**config.mk**
```make
export PLATFORM = sky130hd
export DESIGN_NAME = game_ctrl
export DESIGN_NICKNAME = d
export VERILOG_FILES = /design/src/rtl/game_pkg.sv /design/src/rtl/game_ctrl_bcd_score.sv /design/src/rtl/game_ctrl.sv
export SDC_FILE = /design/constraint.sdc
export NUM_CORES = 1
export LEC_CHECK = 0
export ABC_AREA = 1
export BUFFER_PORTS_ARGS = -buffer_cell sky130_fd_sc_hd__buf_2
export CELL_PAD_IN_SITES_DETAIL_PLACEMENT = 1
export CELL_PAD_IN_SITES_GLOBAL_PLACEMENT = 2
export CORE_MARGIN = 4
export CORE_UTILIZATION = 33
export CTS_CLUSTER_DIAMETER = 150
export DETAILED_ROUTE_END_ITERATION = 7
export PLACE_DENSITY_LB_ADDON = 0.08
export REMOVE_ABC_BUFFERS = 1
export SLEW_MARGIN = 40
export SYNTH_ARGS = -nofsm -noshare
export SYNTH_HDL_FRONTEND = slang
export SYNTH_SLANG_ARGS = --single-unit
```
**constraint.sdc**
```tcl
create_clock -name clock -period 4.1 [get_ports clock]
set_clock_uncertainty 0.2 [all_clocks]
set_input_delay 0.41 -clock clock [delete_from_list [all_inputs] [get_ports clock]]
set_output_delay 0.41 -clock clock [all_outputs]
set_load 0.05 [all_outputs]
```
**src/rtl/game_pkg.sv**
```systemverilog
// game_pkg: shared state encoding and field widths for the Breakout game sequencer.
// Exports game_state_e (IDLE..OVER) and the SCORE/LIVES/LEVEL/FRAME counter widths.
// Imported by game_ctrl and bcd_score.
package game_pkg;

  typedef enum logic [2:0] {
    IDLE    = 3'd0,
    SERVE   = 3'd1,
    PLAY    = 3'd2,
    DYING   = 3'd3,
    CLEARED = 3'd4,
    OVER    = 3'd5
  } game_state_e;

  localparam int SCORE_W     = 8;
  localparam int LIVES_W     = 2;
  localparam int LEVEL_W     = 4;
  localparam int FRAME_CNT_W = 8;

endpackage

```
**src/rtl/game_ctrl_bcd_score.sv**
```systemverilog
// bcd_score: saturating two-digit BCD accumulator.
// Latency: one cycle from clr/add_en to score_bcd; clr wins over add_en.
// Ports: clock, reset (async active-low), clr, add_en (adds POINTS), score_bcd [7:4] tens.
module bcd_score
  import game_pkg::*;
#(
  parameter int POINTS = 1
) (
  input  logic               clock,
  input  logic               reset,
  input  logic               clr,
  input  logic               add_en,
  output logic [SCORE_W-1:0] score_bcd
);

  localparam logic [4:0] PTS = 5'(POINTS);

  logic [3:0] ones_q, ones_d;
  logic [3:0] tens_q, tens_d;
  logic [4:0] ones_sum;
  logic       carry;

  always_comb begin
    ones_d   = ones_q;
    tens_d   = tens_q;
    ones_sum = {1'b0, ones_q} + PTS;
    carry    = (ones_sum >= 5'd10);
    if (clr) begin
      ones_d = 4'd0;
      tens_d = 4'd0;
    end else if (add_en) begin
      if (carry && (tens_q == 4'd9)) begin
        // Carry out of the tens digit: pin at 99 instead of wrapping.
        ones_d = 4'd9;
        tens_d = 4'd9;
      end else if (carry) begin
        ones_d = 4'(ones_sum - 5'd10);
        tens_d = tens_q + 4'd1;
      end else begin
        ones_d = ones_sum[3:0];
      end
    end
  end

  always_ff @(posedge clock or negedge reset) begin
    if (!reset) begin
      ones_q <= 4'd0;
      tens_q <= 4'd0;
    end else begin
      ones_q <= ones_d;
      tens_q <= tens_d;
    end
  end

  assign score_bcd = {tens_q, ones_q};

endmodule

```
**src/rtl/game_ctrl.sv**
```systemverilog
// game_ctrl: Breakout game sequencer (state machine, lives, BCD score, level, hit arbiter).
// Inputs: clock, reset (async active-low), start level, frame_tick, hit_block/block_exist, endgame pulses.
// Outputs (all registered): state, ball_run, respawn, block_restart, hit_grant, lives, score_bcd,
// level, game_over, level_clear. Optional macro GAME_CTRL_LEVELS_EN enables multi-level play.
module game_ctrl
  import game_pkg::*;
#(
  parameter int N_BLOCKS     = 5,
  parameter int LIVES_INIT   = 3,
  parameter int SERVE_FRAMES = 60,
  parameter int DYING_FRAMES = 90,
  parameter int POINTS       = 1
) (
  input  logic                clock,
  input  logic                reset,
  input  logic                start,
  input  logic                frame_tick,
  input  logic [N_BLOCKS-1:0] hit_block,
  input  logic [N_BLOCKS-1:0] block_exist,
  input  logic                endgame_ball,
  input  logic                endgame_block,
  output logic [2:0]          state,
  output logic                ball_run,
  output logic                respawn,
  output logic                block_restart,
  output logic [N_BLOCKS-1:0] hit_grant,
  output logic [LIVES_W-1:0]  lives,
  output logic [SCORE_W-1:0]  score_bcd,
  output logic [LEVEL_W-1:0]  level,
  output logic                game_over,
  output logic                level_clear
);

  localparam int                     PTR_W      = (N_BLOCKS > 1) ? $clog2(N_BLOCKS) : 1;
  localparam logic [LIVES_W-1:0]     LIVES_RST  = LIVES_W'(LIVES_INIT);
  localparam logic [FRAME_CNT_W-1:0] SERVE_LAST = FRAME_CNT_W'(SERVE_FRAMES - 1);
  localparam logic [FRAME_CNT_W-1:0] DYING_LAST = FRAME_CNT_W'(DYING_FRAMES - 1);

  game_state_e             state_q, state_d;
  logic                    start_q, start_d;
  logic                    ball_run_q, ball_run_d;
  logic                    respawn_q, respawn_d;
  logic                    block_restart_q, block_restart_d;
  logic                    game_over_q, game_over_d;
  logic                    level_clear_q, level_clear_d;
  logic [LIVES_W-1:0]      lives_q, lives_d;
  logic [FRAME_CNT_W-1:0]  cnt_q, cnt_d;
  logic [N_BLOCKS-1:0]     pending_q, pending_d;
  logic [N_BLOCKS-1:0]     hit_grant_q, hit_grant_d;
  logic [PTR_W-1:0]        rr_q, rr_d;
`ifdef GAME_CTRL_LEVELS_EN
  logic [LEVEL_W-1:0]      level_q, level_d;
`endif

  logic                    game_start;
  logic [N_BLOCKS-1:0]     pend_set;
  logic                    found;
  int                      idx;
  int                      win;
  logic [PTR_W-1:0]        idx_v;

  assign start_d = start;

  // Game state machine.
  always_comb begin
    state_d         = state_q;
    lives_d         = lives_q;
    cnt_d           = cnt_q;
    respawn_d       = 1'b0;
    block_restart_d = 1'b0;
    game_start      = 1'b0;
`ifdef GAME_CTRL_LEVELS_EN
    level_d         = level_q;
`endif
    case (state_q)
      IDLE: begin
        if (start && !start_q) begin
          state_d         = SERVE;
          game_start      = 1'b1;
          lives_d         = LIVES_RST;
          respawn_d       = 1'b1;
          block_restart_d = 1'b1;
`ifdef GAME_CTRL_LEVELS_EN
          level_d         = '0;
`endif
        end
      end
      SERVE: begin
        if (frame_tick) begin
          if (cnt_q == SERVE_LAST) state_d = PLAY;
          else                     cnt_d   = cnt_q + 1'b1;
        end
      end
      PLAY: begin
        if (endgame_block) begin
          state_d = OVER;
        end else if (endgame_ball) begin
          if (lives_q == LIVES_W'(1)) begin
            state_d = OVER;
            lives_d = '0;
          end else begin
            state_d = DYING;
            lives_d = lives_q - 1'b1;
          end
        end else if ((block_exist == '0) && (pending_q == '0)) begin
          state_d = CLEARED;
        end
      end
      DYING: begin
        if (frame_tick) begin
          if (cnt_q == DYING_LAST) begin
            state_d   = SERVE;
            respawn_d = 1'b1;
          end else begin
            cnt_d = cnt_q + 1'b1;
          end
        end
      end
      CLEARED: begin
`ifdef GAME_CTRL_LEVELS_EN
        if (frame_tick) begin
          state_d         = SERVE;
          respawn_d       = 1'b1;
          block_restart_d = 1'b1;
          if (level_q != '1) level_d = level_q + 1'b1;
        end
`endif
      end
      OVER: begin
      end
      default: state_d = IDLE;
    endcase

    // Dropping start aborts any game; score and lives stay frozen for display.
    if ((state_q != IDLE) && !start) begin
      state_d         = IDLE;
      lives_d         = lives_q;
      respawn_d       = 1'b0;
      block_restart_d = 1'b0;
`ifdef GAME_CTRL_LEVELS_EN
      level_d         = level_q;
`endif
    end

    if (state_d != state_q) cnt_d = '0;

    ball_run_d    = (state_d == PLAY);
    game_over_d   = (state_d == OVER);
    level_clear_d = (state_d == CLEARED);
  end

  // Round-robin hit arbiter: one grant per cycle, search starts at rr_q and wraps.
  always_comb begin
    pend_set    = (state_q == PLAY) ? hit_block : '0;
    hit_grant_d = '0;
    found       = 1'b0;
    win         = 0;
    idx         = 0;
    idx_v       = '0;
    for (int i = 0; i < N_BLOCKS; i++) begin
      idx = int'(rr_q) + i;
      if (idx >= N_BLOCKS) idx = idx - N_BLOCKS;
      idx_v = PTR_W'(idx);
      if (!found && pending_q[idx_v]) begin
        found              = 1'b1;
        hit_grant_d[idx_v] = 1'b1;
        win                = idx;
      end
    end
    rr_d = rr_q;
    if (found) rr_d = (win == N_BLOCKS - 1) ? '0 : PTR_W'(win + 1);
    // A fresh hit on the bit being granted re-arms it (set after clear).
    if (game_start) pending_d = '0;
    else            pending_d = (pending_q & ~hit_grant_d) | pend_set;
  end

  always_ff @(posedge clock or negedge reset) begin
    if (!reset) begin
      state_q         <= IDLE;
      // Treat start as already high out of reset so a held switch needs a fresh 0->1 edge.
      start_q         <= 1'b1;
      ball_run_q      <= 1'b0;
      respawn_q       <= 1'b0;
      block_restart_q <= 1'b0;
      game_over_q     <= 1'b0;
      level_clear_q   <= 1'b0;
      lives_q         <= LIVES_RST;
      cnt_q           <= '0;
      pending_q       <= '0;
      hit_grant_q     <= '0;
      rr_q            <= '0;
    end else begin
      state_q         <= state_d;
      start_q         <= start_d;
      ball_run_q      <= ball_run_d;
      respawn_q       <= respawn_d;
      block_restart_q <= block_restart_d;
      game_over_q     <= game_over_d;
      level_clear_q   <= level_clear_d;
      lives_q         <= lives_d;
      cnt_q           <= cnt_d;
      pending_q       <= pending_d;
      hit_grant_q     <= hit_grant_d;
      rr_q            <= rr_d;
    end
  end

`ifdef GAME_CTRL_LEVELS_EN
  always_ff @(posedge clock or negedge reset) begin
    if (!reset) level_q <= '0;
    else        level_q <= level_d;
  end
  assign level = level_q;
`else
  assign level = '0;
`endif

  bcd_score #(.POINTS(POINTS)) u_score (
    .clock     (clock),
    .reset     (reset),
    .clr       (game_start),
    .add_en    (found),
    .score_bcd (score_bcd)
  );

  assign state         = state_q;
  assign ball_run      = ball_run_q;
  assign respawn       = respawn_q;
  assign block_restart = block_restart_q;
  assign hit_grant     = hit_grant_q;
  assign lives         = lives_q;
  assign game_over     = game_over_q;
  assign level_clear   = level_clear_q;

endmodule

```
Yosys cells after proc, flatten, opt, wreduce, memory -nomap -nowiden --
Index checks and enable logic that the tools add are counted.
Storage, ports and cells: register bits after elaboration 40, bits of input ports 16, output and inout port bits 27, word-level logic and storage cells 185
Operators by class: add/sub/neg operators 15, order comparisons 16, eq/ne operators 21, muxes and demuxes 80, bitwise gates (word level) 8, reduce and logical (&&, ||, !) cells 31
Operators by type and width (number):
- $mux W32 | 10
- $mux W8 | 5
- $mux W5 | 7
- $mux W3 | 11
- $eq A32 B4 Y1 const B | 1
- $mux W4 | 8
- $or A5 B5 Y5 | 5
- $mux W1 | 21
- $lt A3 B4 Y1 const B | 5
- $sub A4 B3 Y5 const B | 4
- $ge A4 B3 Y1 const B | 4
- $pmux W8 S2 | 1
- $bmux W1 S3 | 5
- $demux W1 S3 | 5
- $ge A3 B1 Y1 const B | 5
- $pmux W3 S5 | 1
- $logic_and A1 B1 Y1 | 13
- $eq A3 B3 Y1 const B | 4
- $ne A3 B3 Y1 const B | 4
- $logic_not A5 Y1 | 2
- $reduce_and A5 Y1 | 2
- $eq A3 B2 Y1 const B | 3
- $reduce_bool A3 Y1 | 3
- $add A3 B2 Y4 const B | 2
- other kinds (29) | 40

Longest topological paths before layout --
Gate-level depths: netlist of the first run.
depth in word-level cells 21, depth in mapped cells 26, gate-level depth less buffers 26

By module --
Synthesis of the first run repeated with hierarchy kept, for this count alone.
Second synthesis, totals: cell total of the unflattened synthesis 552, area, all modules 3733.6 um^2
Modules (own cells, without submodules):
- game_ctrl | times used 1, cells an instance 468, area each 3133.0 um^2, sequential area each 804.5 um^2
- bcd_score | times used 1, cells an instance 84, area each 600.6 um^2, sequential area each 200.2 um^2

Worst setup path before layout of the first run --
OpenSTA, ideal clock, no wires.
path kind reg-to-reg, start register rr_q[1], end register rr_q[2], library setup time 0.124 ns, data arrival time 2.991 ns, data required time 3.776 ns, path slack 0.785 ns, cell stages (with the launch flop) 20, buffers on the path 0, period minus slack after synthesis 3.315 ns, cell sequence dfrtp_1 > inv_1 > ha_1 > ha_1 > inv_1 > a22oi_1 > nor2_1 > nand2_1 > nand3_4 > inv_2 > nor2_2 > a22oi_1 > o211ai_1 > a21oi_1 > inv_2 > ha_1 > inv_1 > nand3_1 > nand2_1 > o21bai_1
On the way: longest elaborated chain between the ends 19, elaborated cells on any way between the ends 50, those cells by class add/sub (10); order compare (5); eq/ne (1); mux (26); reduce/logical (8)
Ends and longest elaborated chain:
- start, declared | RTL line game_ctrl.sv:50 | logic [PTR_W-1:0] rr_q, rr_d;
- start signal, assigned | RTL line game_ctrl.sv:204 | rr_q <= rr_d;
- branches (longest 19 deep; another with $sub A4 B3 Y5)
Several ways; the timed one is not identified. The select of a mux whose other input is x is not followed. A chain may end at the register's enable or synchronous reset.

Final worst setup path of the first run --
start register rr_q[1], end register rr_q[1]
Same word-level chain as after synthesis.

==> results of run 1 <==
-- kinds of logic after synthesis --
family,synth area share [%]
AO/OA/AOI/OAI,10.3
buffers and inverters,9.08
adder cells (fa/ha/maj),8.94
AND/OR/NAND/NOR,40.3
other,0.105
XOR/XNOR,3.14
flip-flops,28.1
-- layer usage --
metal,vias to the layer above,share of wire [%]
met5,-,0
met4,0,0.22
met3,2,3.1
met2,46,45
met1,1699,51
li1,1818,-
-- what timing repair did --
action	4_1_cts	5_1_grt
resized for setup	0	2
endpoints found under the hold margin	37	0
endpoints found under the setup margin	0	1
hold buffers	1	0
-- cell usage in the layout (no fill, tap or decap), drive strengths merged, types with 2 or more instances in the layout --
cell | netlist | routed
xor2 | 11 | 11
o211ai | 4 | 4
clkbuf | 0 | 6
dfrtp | 37 | 37
nand2 | 144 | 144
ha | 24 | 24
o22ai | 6 | 6
nand3 | 60 | 60
nor4 | 2 | 2
nand3b | 3 | 3
nand4 | 20 | 20
nor2 | 54 | 54
a22oi | 2 | 2
conb | 1 | 4
o21ai | 26 | 26
or2 | 2 | 2
dfstp | 3 | 3
inv | 74 | 74
buf | 7 | 47
nor3 | 14 | 14
a21oi | 23 | 23
-- cell type report --
| cell class | instances | area (um2) | area share (%) |
|---|---|---|---|
| Inverter | 74 | 278 | 6.76 |
| Tap cell | 136 | 170 | 4.14 |
| Clock buffer | 6 | 72.6 | 1.77 |
| Multi-Input combinational cell | 407 | 2280 | 55.5 |
| Sequential cell | 40 | 1000 | 24.4 |
| Clock inverter | 2 | 35.0 | 0.852 |
| Timing Repair Buffer | 48 | 270 | 6.57 |
-- state kept, by name, summed over array words and instances, names as in the netlist --
| signal | cells |
|---|---|
| cnt_q | 8 |
| hit_grant | 5 |
| pending_q | 5 |
| u_score.ones_q | 4 |
| u_score.tens_q | 4 |
| rr_q | 3 |
| state | 3 |
| lives | 2 |
| ball_run | 1 |
| block_restart | 1 |
| game_over | 1 |
| level_clear | 1 |
| respawn | 1 |
| start_q | 1 |
-- worst paths after layout --
check	to	slack, ps	start	cells past startpoint
max	rr_q[1]$_DFFE_PN0P_	460	rr_q[1]$_DFFE_PN0P_	20
min	start_q$_DFF_PN1_	40	start	1
max reg2reg	rr_q[1]$_DFFE_PN0P_	460	rr_q[1]$_DFFE_PN0P_	20
min reg2reg	lives[1]$_DFFE_PN1P_	300	lives[1]$_DFFE_PN1P_	2
max in group asynchronous	cnt_q[3]$_DFFE_PN0P_	2880	reset	2
min in group asynchronous	hit_grant[2]$_DFF_PN0_	440	reset	2
-- worst register-to-register path: stages (launching register included) --
cell and delay, ps:
dfrtp_1 380, inv_1 240, ha_1 240, ha_1 270
nand2_1 170, nand3_4 120, a21oi_2 310, nor2_1 150
nand3_1 120, nand2_1 60, nor2_1 180, nor2_4 100
inv_2 60, o211ai_1 90, a21oi_1 250, ha_1 210
nand2_1 60, inv_2 50, nand2_2 60, nand3_1 90
o21ai_1 80
-- through the flow --
| step | instances | utilization (%) | setup WS (ps) | cell area [um2] |
|---|---|---|---|---|
| 2_1_floorplan | 521 | - | 669 | 3540 |
| 3_3_place_gp | 704 | 38.0 | 583 | 3970 |
| 3_5_place_dp | 704 | 38.0 | 441 | 3980 |
| 4_1_cts | 713 | 39.2 | 414 | 4100 |
| 5_1_grt | 713 | 39.3 | 84.8 | 4110 |
| 6_report | 713 | 39.3 | 463 | 4110 |
==> impl_metrics.env, run 1 <==
export IMPL_synth_top_area_share_pct=25.9
export IMPL_ys_async_sr_fraction_pct=100
export IMPL_via_count=3565
export IMPL_rsz0062_at_grt="false"
export IMPL_syn_avg_cell_area_um2=6.82
export IMPL_busiest_layer="met2"
export IMPL_viasPerCell=5.00
export IMPL_yosysSeqAreaShare_pct=28.1
export IMPL_cpLargestDelayFamily="simple AND/OR/NAND/NOR gates"
export IMPL_design_portCount=43
export IMPL_synth_common_cells="134 x nand2_1, 58 x inv_1, 53 x nand3_1"
export IMPL_synth_area_top_cells="dfrtp_1 26%, nand2_1 14%, ha_1 8.4%, nand3_1 7.4%, inv_1 6.1%"
export IMPL_cts_buffers=5
export IMPL_first_iter_violations=164
export IMPL_grt_pass1_wl_um=19000
export IMPL_dieHeight_um=112
export IMPL_max_freq_ghz=0.275
export IMPL_layout_drive_gt1_share_pct=19.1
export IMPL_ys_warnings_count=0
export IMPL_timing_hold_ws_ps=35.4
export IMPL_cp_num_buf_inv=3
export IMPL_yosysTopAreaCell="dfrtp_1"
export IMPL_drc=0
export IMPL_cp_slowest_stage_delay_ps=380
export IMPL_cts_num_sinks=40
export IMPL_portBuffers=38
export IMPL_cts_max_path_buffers=2
export IMPL_clk_pin_slew_ps=90
export IMPL_grt_pass1_vias=3640
export IMPL_worst_setup_path_start_kind="flip-flop"
export IMPL_tns_ps=0
export IMPL_path_cells="inv_1 > ha_1 > ha_1 > nand2_1 > nand3_4 > a21oi_2 > nor2_1 > nand3_1 > nand2_1 > nor2_1 > nor2_4 > inv_2 > o211ai_1 > a21oi_1 > ha_1 > nand2_1 > inv_2 > nand2_2 > nand3_1 > o21ai_1"
export IMPL_met3_usage_pct=2.21
export IMPL_synth_edf_count=0
export IMPL_critPathCaptureType="flip-flop"
export IMPL_nets=617
export IMPL_wl_um=11400
export IMPL_drtAntennaViolNets=0
export IMPL_die_width_um=112
export IMPL_cts_tree="done"
export IMPL_status="finished, final reports clean"
export IMPL_grt_ovfl_total=0
export IMPL_post_route_period_util_pct=88.7
export IMPL_met2_usage_pct=29.5
export IMPL_min_period_ps=3640
export IMPL_core_area_um2=10500
export IMPL_dp_hpwl_um=9170
export IMPL_fillCellCount=1391
export IMPL_insertion_delay_ps=290
export IMPL_dieArea_um2=12600
export IMPL_diodes=0
export IMPL_use_met1_pct=27.8
export IMPL_htree_levels=2
export IMPL_hold_path_class="in2reg"
export IMPL_firstDrtPassIters=4
export IMPL_slowest_stage="dfrtp_1"
export IMPL_ctsRootBufferMaster="clkbuf_8"
export IMPL_setup_viol=0
export IMPL_syn2layout_area_growth_pct=14.8
export IMPL_yosysMostFrequentCell="nand2_1"
export IMPL_maxSlewHeadroom_pct=63.3
export IMPL_drv_slew=0
export IMPL_grt_max_degree=41
export IMPL_crit_type="reg2reg"
export IMPL_row_count=37
export IMPL_path_max_fanout=9
export IMPL_worstPathArrival_ps=3600
export IMPL_synth_seq_cells=40
export IMPL_ys_types=41
export IMPL_wl_per_cell_um=16.0
export IMPL_post_cts_setup_buffers=0
export IMPL_timing_hold_violations_final=0
export IMPL_worst_pin_slew_ps=545
export IMPL_cap_viol_max_count=0
export IMPL_ys_flop_type="dfrtp_1"
export IMPL_syn_area_um2=3580
export IMPL_start_util_pct=34.2
export IMPL_synthesis_instances=525
export IMPL_cp_required_ps=4060
export IMPL_grt_usage_pct=18.5
export IMPL_antenna_found_initial=0
export IMPL_place_gp_congestion=0.818
Power of run 1 is left out: the tool's default activity adds up to more than one toggle a clock period on the data nets, which glitch-free logic cannot reach.
==> run 2, diff against run 1 <==
--- a/config.mk
+++ b/config.mk
@@ -10,7 +10,7 @@
 export CELL_PAD_IN_SITES_DETAIL_PLACEMENT = 1
 export CELL_PAD_IN_SITES_GLOBAL_PLACEMENT = 2
 export CORE_MARGIN = 4
-export CORE_UTILIZATION = 33
+export CORE_UTILIZATION = 30
 export CTS_CLUSTER_DIAMETER = 150
 export DETAILED_ROUTE_END_ITERATION = 7
 export PLACE_DENSITY_LB_ADDON = 0.08
==> constraint.sdc (replaced) <==
create_clock -name clock -period 3 [get_ports clock]
set_clock_uncertainty 0.2 [all_clocks]
set_input_delay 0.3 -clock clock [delete_from_list [all_inputs] [get_ports clock]]
set_output_delay 0.3 -clock clock [all_outputs]
set_load 0.05 [all_outputs]
==> run 2 against run 1 <==
Against the previous run:
- the flow now finishes with violations (setup timing)
- final cell count is 18% higher
- wire length is 18% higher
- critical path depth is 2 higher
- die area increased by 9.3%
- flip-flop and latch count unchanged
- sequential share of layout area fell by 7.0 points
- hold slack improved by 28 ps
- maximum frequency increased by 13%
- global-route usage is 0.89 points higher
- via count is 16% higher
- non-clock buffer count increased by 118
- setup slack got worse by 680 ps
- critical endpoint is now rr_q[2]$_DFFE_PN0P_
==> impl_metrics.env, run 2 (synthesis results as in run 1) <==
export IMPL_status="finished with violations"
export IMPL_violations="setup timing"
export IMPL_cts_buffers=5
export IMPL_cts_num_sinks=40
export IMPL_firstDrtPassIters=4
export IMPL_cp_required_ps=3010
export IMPL_max_freq_ghz=0.311
export IMPL_path_max_fanout=5
export IMPL_wl_um=13400
export IMPL_crit_type="reg2reg"
export IMPL_htree_levels=2
export IMPL_first_iter_violations=94
export IMPL_core_area_um2=11600
export IMPL_design_portCount=43
export IMPL_portBuffers=38
export IMPL_drtAntennaViolNets=0
export IMPL_worstPathArrival_ps=3220
export IMPL_worst_setup_path_start_kind="flip-flop"
export IMPL_start_util_pct=31.0
export IMPL_ctsRootBufferMaster="clkbuf_16"
export IMPL_hold_path_class="in2reg"
export IMPL_largest_reg_flops=8
export IMPL_r2r_end="rr_q[2]$_DFFE_PN0P_"
export IMPL_wl_per_cell_um=16.0
export IMPL_setup_viol=6
export IMPL_antenna_found_initial=0
export IMPL_rsz0062_at_grt="true"
export IMPL_grt_pass1_wl_um=21000
export IMPL_dieHeight_um=117
export IMPL_grt_usage_pct=19.4
export IMPL_top_register="cnt_q"
export IMPL_insertion_delay_ps=290
export IMPL_fin_ws_ps=-213
export IMPL_cp_startpoint="rr_q[0]$_DFFE_PN0P_"
export IMPL_cts_tree="done"
export IMPL_worst_pin_slew_ps=537
export IMPL_layout_drive_gt1_share_pct=48.3
export IMPL_place_gp_congestion=0.837
export IMPL_critPathCaptureType="flip-flop"
export IMPL_drc=0
export IMPL_endpoint="rr_q[2]$_DFFE_PN0P_"
export IMPL_layout_commonest_cell="buf_4"
export IMPL_tns_ps=-904
export IMPL_final_cell_mix="112 x buf_4, 93 x nand2_1, 49 x inv_1, 38 x nand3_1, 37 x buf_2"
export IMPL_via_count=4148
export IMPL_r2r_start="rr_q[0]$_DFFE_PN0P_"
export IMPL_die_width_um=117
export IMPL_grt_pass1_vias=4235
export IMPL_drv_slew=0
export IMPL_grt_ovfl_total=0
export IMPL_min_period_ps=3210
export IMPL_clk_pin_slew_ps=60
export IMPL_r2r_cells=22
export IMPL_dp_hpwl_um=10000
export IMPL_diodes=0
export IMPL_ff2ff_setup_slack_ps=-210
export IMPL_maxSlewHeadroom_pct=64.2
export IMPL_dieArea_um2=13700
export IMPL_nets=735
export IMPL_timing_hold_violations_final=0
export IMPL_grt_max_degree=41
export IMPL_post_route_period_util_pct=107
export IMPL_cts_max_path_buffers=2
export IMPL_cap_viol_max_count=0
export IMPL_row_count=39
export IMPL_syn2layout_area_growth_pct=61.5
export IMPL_viasPerCell=4.95
[run 2: worst min-delay path by stage]
stage                  from                endpoint  slack, ps  cells after the start
4_1_cts        hit_block[1]  pending_q[1]$_DFF_PN0_         60                      3
2_1_floorplan         reset      ball_run$_DFF_PN0_       -200                      0
5_1_grt        hit_block[1]  pending_q[1]$_DFF_PN0_         60                      3
6_report       hit_block[2]  pending_q[2]$_DFF_PN0_         60                      3
3_5_place_dp          reset  hit_grant[2]$_DFF_PN0_        120                      1
3_3_place_gp          start       start_q$_DFF_PN1_        240                      1
[run 2: final cells by class]
class	count	area (um2)
clock buffers	6	139
repair buffers	166	1240
clock inverters	2	38.8
inverters	74	295
fillers	1431	5780
well taps	143	179
multi-input cells	407	2880
flip-flops and latches	40	1010
[run 2: per-layer routing]
layer | share of wire [%] | up-vias | GRT usage [%]
met5 | 0 | - | 0
met4 | 0.83 | 0 | 3.44
met3 | 2.3 | 10 | 2.52
met2 | 50 | 42 | 32.4
met1 | 46 | 2038 | 27.0
li1 | - | 2058 | -
[run 2: timing repair]
item                                    in CTS  in global routing
hold buffers                                 2                  0
hold endpoints to repair                    38                  0
buffers inserted                            22                 21
resized for setup                           76                 97
pin swaps                                   38                 54
cloned                                       0                  0
endpoints found under the setup margin      19                 21
[run 2: critical path, stage by stage, from the launching register on]
cell and delay (ps):
dfrtp_1 410, inv_4 130, buf_6 120, ha_4 120, inv_2 30, fa_1 490, inv_1 50, nand2_2 80
nand2_4 90, nand2_4 80, inv_2 40, nand2_2 80, nand2_2 70, nor2_4 120, nand3_4 100, o211ai_1 310
a21oi_4 110, ha_2 190, nand2_2 50, inv_2 40, nand2_4 60, nand2_2 40, o21bai_1 110
[run 2: metrics by stage]
step	utilization, %	hold WS (ps)	cell area, um2	instances	setup WS [ps]
3_3_place_gp	39.8	239	4610	791	-440
5_1_grt	50.0	60.5	5780	838	-396
4_1_cts	45.5	60.4	5270	823	-155
2_1_floorplan	-	-196	3540	521	-431
6_report	50.0	63.9	5780	838	-213
3_5_place_dp	39.9	117	4610	791	-487
Power of run 2 is left out for the same reason.
